**config.mk**
```make
export PLATFORM = sky130hd
export DESIGN_NAME = ram_port_arbiter
export DESIGN_NICKNAME = d
export VERILOG_FILES = /design/src/rtl/ram_port_arbiter_pkg.sv /design/src/rtl/ram_port_arbiter_st_bit_mux.sv /design/src/rtl/ram_port_arbiter.sv
export SDC_FILE = /design/constraint.sdc
export NUM_CORES = 1
export LEC_CHECK = 0
export BUFFER_PORTS_ARGS = -buffer_cell sky130_fd_sc_hd__buf_4
export CAP_MARGIN = 20
export CELL_PAD_IN_SITES_DETAIL_PLACEMENT = 0
export CELL_PAD_IN_SITES_GLOBAL_PLACEMENT = 1
export CORE_ASPECT_RATIO = 1.25
export CORE_MARGIN = 5
export CORE_UTILIZATION = 24
export CTS_CLUSTER_SIZE = 10
export DETAILED_ROUTE_END_ITERATION = 16
export GPL_TIMING_DRIVEN = 0
export PLACE_DENSITY_LB_ADDON = 0.15
export SYNTH_ARGS = -nofsm -noshare
export SYNTH_HDL_FRONTEND = slang
export SYNTH_HIERARCHICAL = 1
export SYNTH_SLANG_ARGS = --single-unit
export TNS_END_PERCENT = 50
```
**constraint.sdc**
```tcl
create_clock -name clk -period 5 [get_ports clk]
set_clock_uncertainty 0.1 [all_clocks]
set_input_delay 0.25 -clock clk [delete_from_list [all_inputs] [get_ports clk]]
set_output_delay 0.25 -clock clk [all_outputs]
set_load 0.01 [all_outputs]
```
**src/rtl/ram_port_arbiter_pkg.sv**
```systemverilog
// Shared definitions for the RAM address-port arbiter: requester indices,
// FSM state encoding, mux select encodings and small arbitration helpers.
package ram_port_arbiter_pkg;

    localparam int NUM_REQ  = 4;
    localparam int REQ_DEC  = 0;
    localparam int REQ_FILE = 1;
    localparam int REQ_CNN  = 2;
    localparam int REQ_LYR  = 3;

    typedef enum logic [1:0] {
        IDLE  = 2'd0,
        BURST = 2'd1,
        GAP   = 2'd2
    } state_t;

    // Select triple driven into ST_Bit_MUX.
    typedef struct packed {
        logic layer;
        logic load;
        logic image;
    } sel_t;

    localparam sel_t SEL_DEC  = '{layer: 1'b0, load: 1'b1, image: 1'b0};
    localparam sel_t SEL_FILE = '{layer: 1'b0, load: 1'b1, image: 1'b1};
    localparam sel_t SEL_CNN  = '{layer: 1'b0, load: 1'b0, image: 1'b0};
    localparam sel_t SEL_LYR  = '{layer: 1'b1, load: 1'b0, image: 1'b0};

    // Mux selects that route the given requester's address to the RAM.
    function automatic sel_t sel_for(input logic [1:0] idx);
        case (idx)
            2'(REQ_DEC):  sel_for = SEL_DEC;
            2'(REQ_FILE): sel_for = SEL_FILE;
            2'(REQ_CNN):  sel_for = SEL_CNN;
            default:      sel_for = SEL_LYR;
        endcase
    endfunction

    // Round-robin pick: search ptr+1, ptr+2, ... (mod 4). Walking from the
    // farthest candidate to the nearest lets the nearest one overwrite.
    function automatic logic [1:0] rr_pick(input logic [NUM_REQ-1:0] req,
                                           input logic [1:0]         ptr);
        logic [1:0] cand;
        rr_pick = ptr;
        for (int k = NUM_REQ; k >= 1; k--) begin
            cand = ptr + 2'(k);
            if (req[cand]) rr_pick = cand;
        end
    endfunction

endpackage

```
**src/rtl/ram_port_arbiter_st_bit_mux.sv**
```systemverilog
// Existing 4:1 RAM address mux. Layer has priority, then Load (with Image
// choosing FILE over DEC); with all selects low the CNN address passes.
module ST_Bit_MUX #(
    parameter int ADDR_W = 16
) (
    input  logic              Load,
    input  logic              Image,
    input  logic              Layer,
    input  logic [ADDR_W-1:0] AddressInDecompressed,
    input  logic [ADDR_W-1:0] AddressInFile,
    input  logic [ADDR_W-1:0] AddressInCNN,
    input  logic [ADDR_W-1:0] AddressLayerInput,
    output logic [ADDR_W-1:0] AddressToRAM
);

    // Select the address source from the three mux controls.
    always_comb begin
        AddressToRAM = AddressInCNN;
        if (Layer)
            AddressToRAM = AddressLayerInput;
        else if (Load)
            AddressToRAM = Image ? AddressInFile : AddressInDecompressed;
    end

endmodule

```
**src/rtl/ram_port_arbiter.sv**
```systemverilog
// Round-robin arbiter sharing the single RAM address port among DEC, FILE,
// CNN and LYR. Each grant is a burst of Len words, followed by a one-cycle
// turnaround gap before the next arbitration.
module ram_port_arbiter
    import ram_port_arbiter_pkg::*;
#(
    parameter int ADDR_W  = 16,
    parameter int BURST_W = 8
) (
    input  logic                       clk,
    input  logic                       rst_n,
    input  logic [NUM_REQ-1:0]         Req,
    input  logic [NUM_REQ*BURST_W-1:0] Len,
    input  logic [NUM_REQ-1:0]         We,
    input  logic [ADDR_W-1:0]          AddressInDecompressed,
    input  logic [ADDR_W-1:0]          AddressInFile,
    input  logic [ADDR_W-1:0]          AddressInCNN,
    input  logic [ADDR_W-1:0]          AddressLayerInput,
    output logic [NUM_REQ-1:0]         Grant,
    output logic [NUM_REQ-1:0]         Done,
    output logic                       Load,
    output logic                       Image,
    output logic                       Layer,
    output logic [ADDR_W-1:0]          AddressToRAM,
    output logic                       RamEn,
    output logic                       RamWe,
    output logic                       Busy
);

    state_t               r_state,   w_state_nxt;
    logic [1:0]           r_ptr,     w_ptr_nxt;
    logic [1:0]           r_win,     w_win_nxt;
    logic [BURST_W-1:0]   r_cnt,     w_cnt_nxt;
    logic [NUM_REQ-1:0]   r_grant,   w_grant_nxt;
    logic [NUM_REQ-1:0]   r_done,    w_done_nxt;
    sel_t                 r_sel,     w_sel_nxt;
    logic                 r_ram_en,  w_ram_en_nxt;

    logic [1:0]           w_pick;
    logic [BURST_W-1:0]   w_pick_len;

    assign w_pick     = rr_pick(Req, r_ptr);
    assign w_pick_len = Len[int'(w_pick)*BURST_W +: BURST_W];

    // Next-state and next-output logic for the IDLE/BURST/GAP sequencer.
    always_comb begin
        // NOTE: every target gets a default first so no path leaves a
        // variable unassigned; an incomplete path here would infer a latch.
        w_state_nxt  = r_state;
        w_ptr_nxt    = r_ptr;
        w_win_nxt    = r_win;
        w_cnt_nxt    = r_cnt;
        w_grant_nxt  = r_grant;
        w_done_nxt   = '0;
        w_sel_nxt    = r_sel;
        w_ram_en_nxt = r_ram_en;

        case (r_state)
            IDLE: begin
                if (|Req) begin
                    w_win_nxt = w_pick;
                    w_ptr_nxt = w_pick;
                    w_cnt_nxt = w_pick_len;
                    if (w_pick_len == '0) begin
                        // Empty burst: report completion without touching RAM.
                        w_done_nxt  = NUM_REQ'(1) << w_pick;
                        w_state_nxt = GAP;
                    end else begin
                        w_grant_nxt  = NUM_REQ'(1) << w_pick;
                        w_sel_nxt    = sel_for(w_pick);
                        w_ram_en_nxt = 1'b1;
                        w_state_nxt  = BURST;
                    end
                end
            end

            BURST: begin
                if (!Req[r_win]) begin
                    // Requester withdrew: abort silently, no Done.
                    w_grant_nxt  = '0;
                    w_ram_en_nxt = 1'b0;
                    w_state_nxt  = GAP;
                end else if (r_cnt == BURST_W'(1)) begin
                    w_done_nxt   = NUM_REQ'(1) << r_win;
                    w_grant_nxt  = '0;
                    w_ram_en_nxt = 1'b0;
                    w_state_nxt  = GAP;
                end else begin
                    w_cnt_nxt = r_cnt - BURST_W'(1);
                end
            end

            GAP: begin
                // Turnaround cycle; selects keep their last value.
                w_state_nxt = IDLE;
            end

            default: begin
                w_state_nxt  = IDLE;
                w_grant_nxt  = '0;
                w_ram_en_nxt = 1'b0;
            end
        endcase
    end

    // State and registered-output update; reset drops any burst in flight.
    // NOTE: reset is asynchronous, so every output register clears the
    // instant rst_n falls rather than waiting for a clock edge.
    always_ff @(posedge clk or negedge rst_n) begin
        if (!rst_n) begin
            r_state  <= IDLE;
            r_ptr    <= 2'(REQ_LYR);
            r_win    <= '0;
            r_cnt    <= '0;
            r_grant  <= '0;
            r_done   <= '0;
            r_sel    <= SEL_CNN;
            r_ram_en <= 1'b0;
        end else begin
            // NOTE: non-blocking assignments so all registers update from
            // the same pre-edge values, independent of statement order.
            r_state  <= w_state_nxt;
            r_ptr    <= w_ptr_nxt;
            r_win    <= w_win_nxt;
            r_cnt    <= w_cnt_nxt;
            r_grant  <= w_grant_nxt;
            r_done   <= w_done_nxt;
            r_sel    <= w_sel_nxt;
            r_ram_en <= w_ram_en_nxt;
        end
    end

    assign Grant = r_grant;
    assign Done  = r_done;
    assign Load  = r_sel.load;
    assign Image = r_sel.image;
    assign Layer = r_sel.layer;
    assign RamEn = r_ram_en;
    assign RamWe = r_ram_en & |(We & r_grant);
    assign Busy  = (r_state != IDLE);

    ST_Bit_MUX #(
        .ADDR_W (ADDR_W)
    ) u_st_bit_mux (
        .Load                  (r_sel.load),
        .Image                 (r_sel.image),
        .Layer                 (r_sel.layer),
        .AddressInDecompressed (AddressInDecompressed),
        .AddressInFile         (AddressInFile),
        .AddressInCNN          (AddressInCNN),
        .AddressLayerInput     (AddressLayerInput),
        .AddressToRAM          (AddressToRAM)
    );

endmodule

```
==> impl_results.rst, run 1 <==
.. list-table::
   :header-rows: 1

   * - Metric
     - Value
   * - Antenna-violating nets left
     - 0
   * - Total met2 wirelength after detailed routing
     - 4160 um
   * - DRT Pass-1 Iters
     - 4
   * - Clock buffer count from CTS
     - 3
   * - First-pass GRT wire length
     - 14200 um
   * - Worst vdd ir
     - slightly above 0.0002 V
   * - Number of buffers on the longest clock path
     - 2
   * - Clock sink count
     - 26
   * - Power per Cell Area
     - 523 nW/um^2
   * - DIE HEIGHT
     - between 100 and 150 um
   * - Per-cell routed wire length
     - between 15 and 20 um
   * - Cell count after synthesis
     - 284
   * - Global router's overall resource usage
     - about 14%
   * - Final Cycle Share
     - roughly 54%
   * - CP required
     - 5.08 ns
   * - Number of pins with negative max-slew slack in the final report
     - 0
   * - Area share of and/or/nand/nor cells after synthesis
     - ~22%
   * - Max-slew headroom
     - between 40 and 50%
   * - Number of register bits inferred by synthesis
     - 26
   * - Count of cells resized by post-cts repair
     - 0
   * - Arrival time of the worst setup path
     - 2.79 ns
   * - Via count of the first global-routing pass
     - 2856
   * - Async set-reset flop share out of synthesis
     - 100%
   * - Ports placed on the boundary
     - around 140
   * - Critical Path Source Type
     - flip-flop
   * - Synthesized-area fraction occupied by adder cells
     - 1.04%
   * - Number of levels the H-tree was split into
     - 1
   * - Fmax achieved
     - 369 MHz
   * - Placer's final routability congestion estimate
     - 0.829
   * - Endpoints failing hold
     - 0
   * - XOR/XNOR share of the synthesized area
     - 0%
   * - Largest family of logic cells by synthesized area
     - compound AO/OA/AOI/OAI gates
   * - Fin Hold WS
     - 0.185 ns
   * - Signed area change from the synthesized netlist to the final layout
     - 53.6%
   * - Critical setup path kind
     - flip-flop to flip-flop
   * - Static leakage
     - about 1.7 nW
   * - Clock network latency to the later pin of the worst-skew pair
     - 0.26 ns
   * - Total standard cell area after synthesis
     - 2410 um^2
   * - Buffers added on ports
     - 135
   * - Floorplan row count
     - 41
   * - Top flip-flop cell by instance count after synthesis
     - sky130_fd_sc_hd__dfrtp_1
   * - Unique masters post-synth
     - 54
   * - Post-layout nets
     - 533
   * - Number of warnings issued by yosys
     - 6
   * - Synthesized area divided by synthesized cell count
     - 8.48 um^2
   * - Synth Area in Compound Gates
     - around 28%
   * - Clock transition at the registers of the reported paths
     - 0.07 ns
   * - Final sum of negative setup slack
     - 0 ns
   * - Met3 Routed Length
     - 837 um
   * - Net count after synthesis
     - just under 400
   * - Critical-path cell with the highest stage delay
     - sky130_fd_sc_hd__o22ai_1
   * - Antenna violations before repair
     - 0
   * - Unrepaired setup endpoints after global routing
     - no
   * - Post-synth EDFFs
     - 0
   * - Crit-path cells
     - nor3_1, and4_1, nor2_1, o22ai_1, clkbuf_1, mux2i_1, o21ai_0
   * - Per-cell via count in the routed design
     - 4.89
   * - Largest incremental delay on the critical path
     - 0.63 ns
   * - Crit path max fanout
     - 10
   * - Number of antenna diodes
     - 0
   * - Total grt overflow
     - 0
   * - Slew at the pin closest to its max-slew limit
     - 0.809 ns
   * - Setup slack of the worst register-to-register path
     - 2.29 ns
   * - Fillers
     - between 1000 and 1500
   * - Run status
     - completed
   * - DRC
     - 0
   * - Starting density of the core
     - 24.2%
   * - Final worst path period need
     - 2.71 ns
   * - Die X
     - roughly 100 um
   * - Critical path capture point type
     - flip-flop
   * - Total of endpoints with negative setup slack in the final report
     - 0
   * - Initial drt markers
     - 131
   * - Sequential area share after synthesis
     - 27.1%
   * - CTS tree
     - yes
   * - Uppermost layer routed
     - met4
   * - Fraction of layout instances using a drive strength above 1
     - 42.2%
   * - Multiplexer share of the synthesized area
     - 13.7%
   * - Dpl hpwl
     - 7210 um
   * - Max_cap viols
     - 0
   * - Buffer type at the clock tree root
     - sky130_fd_sc_hd__clkbuf_16
   * - Pin count of the biggest net entering global routing
     - 27
   * - Met1 Wirelength
     - 3490 um
   * - Die Area
     - 12200 um^2
   * - Core region area
     - between 9000 and 10000 um^2
   * - Worst Slack Setup Final
     - 2.29 ns
   * - HP Class
     - input port to flip-flop
   * - Vias
     - approximately 2700
   * - DRT Wirelength
     - 8610 um
   * - Post-placement setup slack
     - 2.31 ns
==> power breakdown <==
part	internal, W	total [W]	switching [W]
clock network	0.000159	0.000235	0.0000753
registers	0.000308	0.000405	0.0000963
logic	0.000595	0.00130	0.000701
==> flip-flops by register name, summed over array words and instances (netlist names) <==
signal,flops
r_cnt,8
Grant,4
r_win,2
Load,1
RamEn,1
Image,1
r_ptr,2
Layer,1
r_state,2
Done,4
==> synthesized netlist by cell type, types with 3 or more instances <==
master	n	share of area, %
sky130_fd_sc_hd__nand2_1	40	6.2
sky130_fd_sc_hd__mux2i_1	25	10
sky130_fd_sc_hd__dfrtp_1	24	25
sky130_fd_sc_hd__inv_1	23	3.6
sky130_fd_sc_hd__o21ai_0	22	4.6
sky130_fd_sc_hd__nor2_1	21	3.3
sky130_fd_sc_hd__nand3_1	13	2.7
sky130_fd_sc_hd__o221ai_2	10	6.2
sky130_fd_sc_hd__a21oi_1	7	1.5
sky130_fd_sc_hd__nand2b_1	6	1.6
sky130_fd_sc_hd__nor3_1	6	1.2
sky130_fd_sc_hd__or4_1	6	1.9
sky130_fd_sc_hd__nor2b_1	5	1.3
sky130_fd_sc_hd__o221ai_1	5	1.8
sky130_fd_sc_hd__a21oi_2	4	1.5
sky130_fd_sc_hd__buf_2	4	0.83
sky130_fd_sc_hd__buf_6	4	1.9
sky130_fd_sc_hd__clkbuf_1	4	0.62
sky130_fd_sc_hd__o21a_1	4	1.2
sky130_fd_sc_hd__a221o_1	3	1.2
sky130_fd_sc_hd__a22oi_1	3	0.93
sky130_fd_sc_hd__a31oi_1	3	0.78
sky130_fd_sc_hd__a32oi_1	3	1.1
==> repair_timing <==
item,CTS,global route
endpoints found under the hold margin,24,0
setup buffers,0,0
hold buffers,1,0
==> critical path, delay by kind of cell, from the launching register on <==
| family | cells | cell delay [ns] |
|---|---|---|
| flip-flops | 1 | 0.41 |
| buffers and inverters | 1 | 0.41 |
| multiplexers | 1 | 0.14 |
| AO/OA/AOI/OAI | 2 | 0.73 |
| AND/OR/NAND/NOR | 3 | 0.85 |
==> metal layers <==
metal,global-route usage [%],vias to the layer above
li1,-,1327
met1,17.8,1223
met2,24.6,147
met3,2.63,8
met4,4.44,0
met5,0,-
==> cell families after synthesis <==
kind of cell | after synthesis
adders and majority gates | 2
AOI/OAI and AO/OA | 80
DFF | 26
buffers and inverters | 37
and+or+nand+nor | 109
muxes | 30
==> final timing paths <==
check | startpoint | to | cells after the start
min in group asynchronous | rst_n | r_win[1]$_DFFE_PN0P_ | 2
hold reg to reg | Image$_DFFE_PN0P_ | Image$_DFFE_PN0P_ | 1
max in group asynchronous | rst_n | r_ptr[1]$_DFFE_PN1P_ | 2
setup / recovery | r_cnt[4]$_DFFE_PN0P_ | r_cnt[0]$_DFFE_PN0P_ | 7
hold / removal | Req[2] | Done[2]$_DFF_PN0_ | 3
setup reg to reg | r_cnt[4]$_DFFE_PN0P_ | r_cnt[0]$_DFFE_PN0P_ | 7
==> through the flow <==
| step | cells | instance area [um^2] | total power [W] | utilization [%] |
|---|---|---|---|---|
| final | 553 | 3700 | 0.00194 | 37.2 |
| after global routing | 553 | 3700 | 0.00211 | 37.2 |
| after detailed placement | 548 | 3580 | 0.00173 | 36.0 |
| after CTS | 553 | 3700 | 0.00197 | 37.2 |
| after global placement | 548 | 3580 | 0.00172 | 36.0 |
| after floorplan | 284 | 2410 | 0.00123 | - |
==> cells in the final DEF (no fill, tap or decap), drive strengths merged, types with 2 or more instances in the layout <==
cell	instances
a21o	2
a21oi	11
a221o	3
a22oi	3
a31oi	3
a32oi	3
buf	144
clkbuf	8
dfrtp	24
dfstp	2
ha	2
inv	23
mux2	3
mux2i	25
mux4	2
nand2	41
nand2b	6
nand3	14
nor2	22
nor2b	5
nor3	6
nor3b	2
o211ai	2
o21a	4
o21ai	22
o221ai	15
o22ai	3
o32ai	2
or4	6
==> cell type report <==
| type | count | area (um^2) | share of cell area, % |
|---|---|---|---|
| tap | 129 | 161 | 4.36 |
| timing repair buffer | 136 | 1020 | 27.7 |
| sequential | 26 | 653 | 17.7 |
| inverter | 23 | 86.3 | 2.33 |
| buffer | 14 | 105 | 2.84 |
| clock buffer | 3 | 75.1 | 2.03 |
| clock inverter | 1 | 30.0 | 0.812 |
| multi-input combinational | 221 | 1560 | 42.3 |
Note: power is estimated with default switching activity, not from simulation.
==> run 2, diff against run 1 <==
Clock period 5 ns to 2.5 ns, I/O delays scaled along.
==> impl_results.rst, run 2 (synthesis gave the netlist of run 1 again) <==
.. list-table::
   :header-rows: 1

   * - Metric
     - Value
   * - Run status
     - completed
   * - Uppermost layer routed
     - met4
   * - Floorplan row count
     - 41
   * - Unrepaired setup endpoints after global routing
     - no
   * - Die X
     - approximately 100 um
   * - Buffers added on ports
     - 135
   * - Met1 Wirelength
     - 3600 um
   * - CTS tree
     - yes
   * - Final Cycle Share
     - 96.2%
   * - Switching component of the power
     - 0.00178 W
   * - Max-slew headroom
     - a little under three fifths
   * - Number of buffers on the longest clock path
     - 2
   * - Per-cell via count in the routed design
     - 4.90
   * - Number of flip-flops under the largest register name
     - 8
   * - Clock network latency to the later pin of the worst-skew pair
     - about 0.26 ns
   * - Slew at the pin closest to its max-slew limit
     - 0.640 ns
   * - Starting density of the core
     - about a quarter
   * - Die Area
     - 12200 um^2
   * - Reg-to-reg startpoint
     - r_ptr[0]$_DFFE_PN1P_
   * - CP required
     - around 2.6 ns
   * - Fmax achieved
     - 416 MHz
   * - Relative contribution of combinational cells to total power
     - 67.9%
   * - Via count of the first global-routing pass
     - 2862
   * - Setup slack of the worst register-to-register path
     - 0.1 ns
   * - Critical-path cell with the highest stage delay
     - sky130_fd_sc_hd__dfstp_2
   * - Final cell count without fillers
     - approximately 560
   * - Total grt overflow
     - 0
   * - R2r endpoint
     - Grant[3]$_DFFE_PN0P_
   * - Area used by sequential logic in the layout
     - ~650 um^2
   * - Total of endpoints with negative setup slack in the final report
     - 0
   * - Pin count of the biggest net entering global routing
     - 27
   * - Clock sink count
     - 26
   * - Power per Cell Area
     - 1050 nW/um^2
   * - Endpoints failing hold
     - 0
   * - Total met2 wirelength after detailed routing
     - 4170 um
   * - Clock transition at the registers of the reported paths
     - 0.07 ns
   * - Static leakage
     - 1.75 nW
   * - Initial drt markers
     - 125
   * - Final sum of negative setup slack
     - 0 ns
   * - Crit-path cells
     - nor2b_1, o21a_2, or4_1, a21oi_4, o22ai_4, nor3b_2, a221o_1
   * - Number of antenna diodes
     - 0
   * - DRT Wirelength
     - 8660 um
   * - Clock buffer count from CTS
     - 3
   * - Met3 Routed Length
     - 766 um
   * - Antenna violations before repair
     - 0
   * - Beginning of the critical path
     - r_ptr[0]$_DFFE_PN1P_
   * - Sequential share of power
     - 20.2%
   * - Placer's final routability congestion estimate
     - 0.829
   * - Arrival time of the worst setup path
     - 2.46 ns
   * - Global router's overall resource usage
     - 14.2%
   * - Internal power contribution
     - 0.00219 W
   * - Area of placed instances
     - 3580 um^2
   * - Number of levels the H-tree was split into
     - 1
   * - Post-layout nets
     - ~540
   * - Fraction of layout instances using a drive strength above 1
     - 44.2%
   * - DIE HEIGHT
     - 122 um
   * - Worst-case reg-to-reg path depth
     - 7
   * - Critical path capture point type
     - flip-flop
   * - Per-cell routed wire length
     - 15.6 um
   * - Core region area
     - 9950 um^2
   * - Ports placed on the boundary
     - ~140
   * - Crit path max fanout
     - 10
   * - Dpl hpwl
     - 7210 um
   * - Switching power as a share of total power
     - 44.9%
   * - Post-route cell area
     - between 3000 and 4000 um^2
   * - Part of the power in the clock network
     - approximately an eighth
   * - Critical setup path kind
     - flip-flop to flip-flop
   * - Buffer type at the clock tree root
     - sky130_fd_sc_hd__clkbuf_16
   * - Final worst path period need
     - 2.40 ns
   * - Fillers
     - 1072
   * - Most frequent cells in the layout
     - sky130_fd_sc_hd__buf_4, sky130_fd_sc_hd__nand2_1, sky130_fd_sc_hd__mux2i_1, sky130_fd_sc_hd__dfrtp_1, sky130_fd_sc_hd__inv_1
   * - Antenna-violating nets left
     - 0
   * - Number of cells in the design after placement
     - approximately 550
   * - Post-layout utilization of the core
     - 37.9%
   * - Most common cell after layout, fill and taps aside
     - sky130_fd_sc_hd__buf_4
   * - DRT Pass-1 Iters
     - 6
   * - Worst setup endpoint
     - Grant[3]$_DFFE_PN0P_
   * - Biggest register
     - r_cnt
   * - First-pass GRT wire length
     - 14200 um
   * - Area of the multi-input gates
     - 1600 um^2
   * - Number of pins with negative max-slew slack in the final report
     - 0
   * - DRC
     - 0
   * - Critical Path Source Type
     - flip-flop
   * - Signed area change from the synthesized netlist to the final layout
     - 56.4%
   * - HP Class
     - input port to flip-flop
   * - Worst vdd ir
     - ~0.00040 V
   * - Vias
     - 2729
   * - Max_cap viols
     - 0
   * - Largest incremental delay on the critical path
     - 0.57 ns
==> run 2: cell type report <==
class	instances	share of cell area, %
Multi-Input combinational cell	221	42.5
Timing Repair Buffer	140	28.0
Sequential cell	26	17.3
Tap cell	129	4.28
Buffer	14	2.82
Inverter	23	2.29
Clock buffer	3	1.99
Clock inverter	1	0.797
==> run 2: worst min path at each step <==
| stage | from | end | slack, ns | cells after the start |
|---|---|---|---|---|
| global placement | rst_n | Done[2]$_DFF_PN0_ | -0.04 | 1 |
| detailed placement | rst_n | Done[0]$_DFF_PN0_ | -0.03 | 1 |
| CTS | Req[2] | Done[2]$_DFF_PN0_ | 0.06 | 3 |
| floorplan | rst_n | Done[0]$_DFF_PN0_ | -0.27 | 0 |
| global route | Req[2] | Done[2]$_DFF_PN0_ | 0.08 | 3 |
| finish | Req[2] | Done[2]$_DFF_PN0_ | 0.06 | 3 |
==> run 2: metal layers <==
metal  global-route usage (%)  vias to the layer above
met2                     24.5                      129
li1                         -                     1331
met3                     2.63                       12
met1                     17.8                     1257
met4                     4.44                        0
met5                        0                        -
==> run 2: what timing repair did <==
item	in CTS	in global routing
pin swaps	1	2
resized for setup	2	8
hold buffers	1	0
hold endpoints to repair	26	0
setup endpoints to repair	16	16
setup buffers	2	2
==> run 2: power groups by stage <==
| stage | Combinational (W) | Clock [W] | Sequential, W |
|---|---|---|---|
| after floorplan | 0.00167 | 0 | 0.000789 |
| after global placement | 0.00263 | 0 | 0.000811 |
| after detailed placement | 0.00264 | 0 | 0.000817 |
| after CTS | 0.00268 | 0.000482 | 0.000812 |
| after global routing | 0.00299 | 0.000492 | 0.000835 |
| final | 0.00270 | 0.000470 | 0.000802 |
==> run 2: through the flow <==
step	hold WS (ns)	total power (W)	worst slack (ns)
3_3_place_gp	-0.0361	0.00344	-0.189
2_1_floorplan	-0.271	0.00245	0.202
3_5_place_dp	-0.0348	0.00346	-0.193
4_1_cts	0.0613	0.00398	0.0850
6_report	0.0588	0.00397	0.0957
5_1_grt	0.0803	0.00432	0.00397
==> run 2: critical path, delay by kind of cell, from the launching register on <==
| family | cells | cell delay [ns] |
|---|---|---|
| AO/OA/AOI/OAI | 4 | 0.87 |
| AND/OR/NAND/NOR | 3 | 0.74 |
| flip-flops | 1 | 0.57 |
==> run 3, diff against run 2 <==
Clock period 2.5 ns to 2.4 ns, I/O delays scaled along.
==> impl_results.rst, run 3 (synthesis gave the netlist of run 1 again) <==
.. list-table::
   :header-rows: 1

   * - Metric
     - Value
   * - Power consumption
     - 0.00422 W
   * - Clock network latency to the later pin of the worst-skew pair
     - 0.26 ns
   * - Total grt overflow
     - 0
   * - Number of flip-flops under the largest register name
     - 8
   * - Setup slack of the worst register-to-register path
     - about 0.034 ns
   * - Per-cell via count in the routed design
     - a little under 5
   * - Hold Path Stages
     - 3
   * - DIE HEIGHT
     - 122 um
   * - Post-layout utilization of the core
     - 38.6%
   * - CP required
     - approximately 2.5 ns
   * - Global router's overall resource usage
     - 14.2%
   * - Critical setup path kind
     - flip-flop to flip-flop
   * - CTS tree
     - yes
   * - HP Class
     - input port to flip-flop
   * - Final worst path period need
     - 2.37 ns
   * - Arrival time of the worst setup path
     - about 2.4 ns
   * - Ports placed on the boundary
     - 136
   * - R2r endpoint
     - Grant[3]$_DFFE_PN0P_
   * - Number of pins with negative max-slew slack in the final report
     - 0
   * - Worst Slack Setup Final
     - between 0.03 and 0.04 ns
   * - Fmax achieved
     - 423 MHz
   * - Max_cap viols
     - 0
   * - Signed area change from the synthesized netlist to the final layout
     - 59.5%
   * - Static leakage
     - 1.79 nW
   * - Most common cell after layout, fill and taps aside
     - sky130_fd_sc_hd__buf_4
   * - Fillers
     - roughly 1100
   * - Most frequent cells in the layout
     - sky130_fd_sc_hd__buf_4, sky130_fd_sc_hd__nand2_1, sky130_fd_sc_hd__mux2i_1, sky130_fd_sc_hd__dfrtp_1, sky130_fd_sc_hd__inv_1
   * - Number of levels the H-tree was split into
     - 1
   * - Number of buffers on the longest clock path
     - 2
   * - Core region area
     - 9950 um^2
   * - Clock sink count
     - 26
   * - Buffers added on ports
     - ~140
   * - Final Cycle Share
     - 98.6%
   * - First-pass GRT wire length
     - 14200 um
   * - Die Area
     - between 10000 and 15000 um^2
   * - Die X
     - 99.6 um
   * - Slew at the pin closest to its max-slew limit
     - around 0.63 ns
   * - Hold EP
     - Done[2]$_DFF_PN0_
   * - Reg-to-reg startpoint
     - r_ptr[0]$_DFFE_PN1P_
   * - Initial drt markers
     - between 100 and 150
   * - Vias
     - 2740
   * - Clock buffer count from CTS
     - 3
   * - Total of endpoints with negative setup slack in the final report
     - 0
   * - DRC
     - 0
   * - Dpl hpwl
     - 7210 um
   * - Worst vdd ir
     - between 0.0004 and 0.0005 V
   * - Starting density of the core
     - between 20 and 25%
   * - Worst-case reg-to-reg path depth
     - 7
   * - Biggest register
     - r_cnt
   * - Critical path capture point type
     - flip-flop
   * - DRT Wirelength
     - 8890 um
   * - Post-placement setup slack
     - -0.293 ns
   * - Per-cell routed wire length
     - 15.9 um
   * - Via count of the first global-routing pass
     - 2862
   * - Unrepaired setup endpoints after global routing
     - yes
   * - Antenna-violating nets left
     - 0
   * - Power per Cell Area
     - between 1000 and 1500 nW/um^2
   * - Max-slew headroom
     - 57.8%
   * - Fraction of layout instances using a drive strength above 1
     - between 40% and 50%
   * - Crit path max fanout
     - 7
   * - Endpoints failing hold
     - 0
   * - Buffer type at the clock tree root
     - sky130_fd_sc_hd__clkbuf_16
   * - Antenna violations before repair
     - 0
   * - Run status
     - completed
   * - Number of antenna diodes
     - 0
   * - Pin count of the biggest net entering global routing
     - 27
   * - Floorplan row count
     - 41
   * - DRT Pass-1 Iters
     - 4
   * - Critical Path Source Type
     - flip-flop
   * - Placer's final routability congestion estimate
     - 0.829
   * - Startpoint of the worst hold path
     - Req[2]
   * - Clock transition at the registers of the reported paths
     - 0.07 ns
   * - Post-layout nets
     - 541
[run 3: layer usage]
metal,GRT usage (%),routed length (um),vias to the layer above
met5,0,0,-
met4,4.44,130,0
met3,2.63,842,10
met2,24.5,4240,144
met1,17.8,3680,1243
li1,-,-,1343
[run 3: repair_timing]
action	4_1_cts	5_1_grt
gates cloned	0	1
pin swaps	1	1
setup buffers	2	5
hold buffers	1	0
endpoints found under the hold margin	26	0
gates resized for setup	5	17
setup endpoints to repair	19	20
[run 3: where the power goes]
group	internal [W]	switching (W)	total, W
clock network	0.000332	0.000157	0.000489
logic	0.00135	0.00154	0.00289
registers	0.000642	0.000196	0.000838
total	0.00232	0.00190	0.00422
[run 3: final cells by class]
cell class,instances,area (um^2),area share (%)
clock buffers,3,75.1,1.95
plain buffers,14,113,2.93
repair buffers,143,1080,28.1
clock inverters,1,30.0,0.782
flip-flops and latches,26,653,17.0
inverters,23,86.3,2.25
multi-input cells,222,1640,42.8
well taps,129,161,4.20
[run 3: worst max-delay path by stage]
stage	startpoint	to
after floorplan	r_ptr[0]$_DFFE_PN1P_	r_cnt[1]$_DFFE_PN0P_
after global placement	r_cnt[4]$_DFFE_PN0P_	r_cnt[0]$_DFFE_PN0P_
after detailed placement	r_cnt[4]$_DFFE_PN0P_	r_cnt[0]$_DFFE_PN0P_
after CTS	r_cnt[4]$_DFFE_PN0P_	Grant[1]$_DFFE_PN0P_
after global routing	r_ptr[0]$_DFFE_PN1P_	Done[0]$_DFF_PN0_
final	r_ptr[0]$_DFFE_PN1P_	Grant[3]$_DFFE_PN0P_
[run 3: critical path: stages (launching register included)]
cell	delay, ns
sky130_fd_sc_hd__dfstp_2	0.58
sky130_fd_sc_hd__nor2b_2	0.06
sky130_fd_sc_hd__o21a_2	0.26
sky130_fd_sc_hd__or4_4	0.44
sky130_fd_sc_hd__a21oi_4	0.21
sky130_fd_sc_hd__o22ai_4	0.15
sky130_fd_sc_hd__nor3b_2	0.19
sky130_fd_sc_hd__a221o_1	0.26
[run 3: per-stage QoR]
stage	instances	area [um^2]	hold WS (ns)	setup TNS (ns)
after floorplan	284	2410	-0.276	0
after global placement	548	3580	-0.0411	-3.65
after detailed placement	548	3580	-0.0398	-3.53
after CTS	555	3730	0.0563	0
after global routing	561	3840	0.0753	-0.178
final	561	3840	0.0520	0
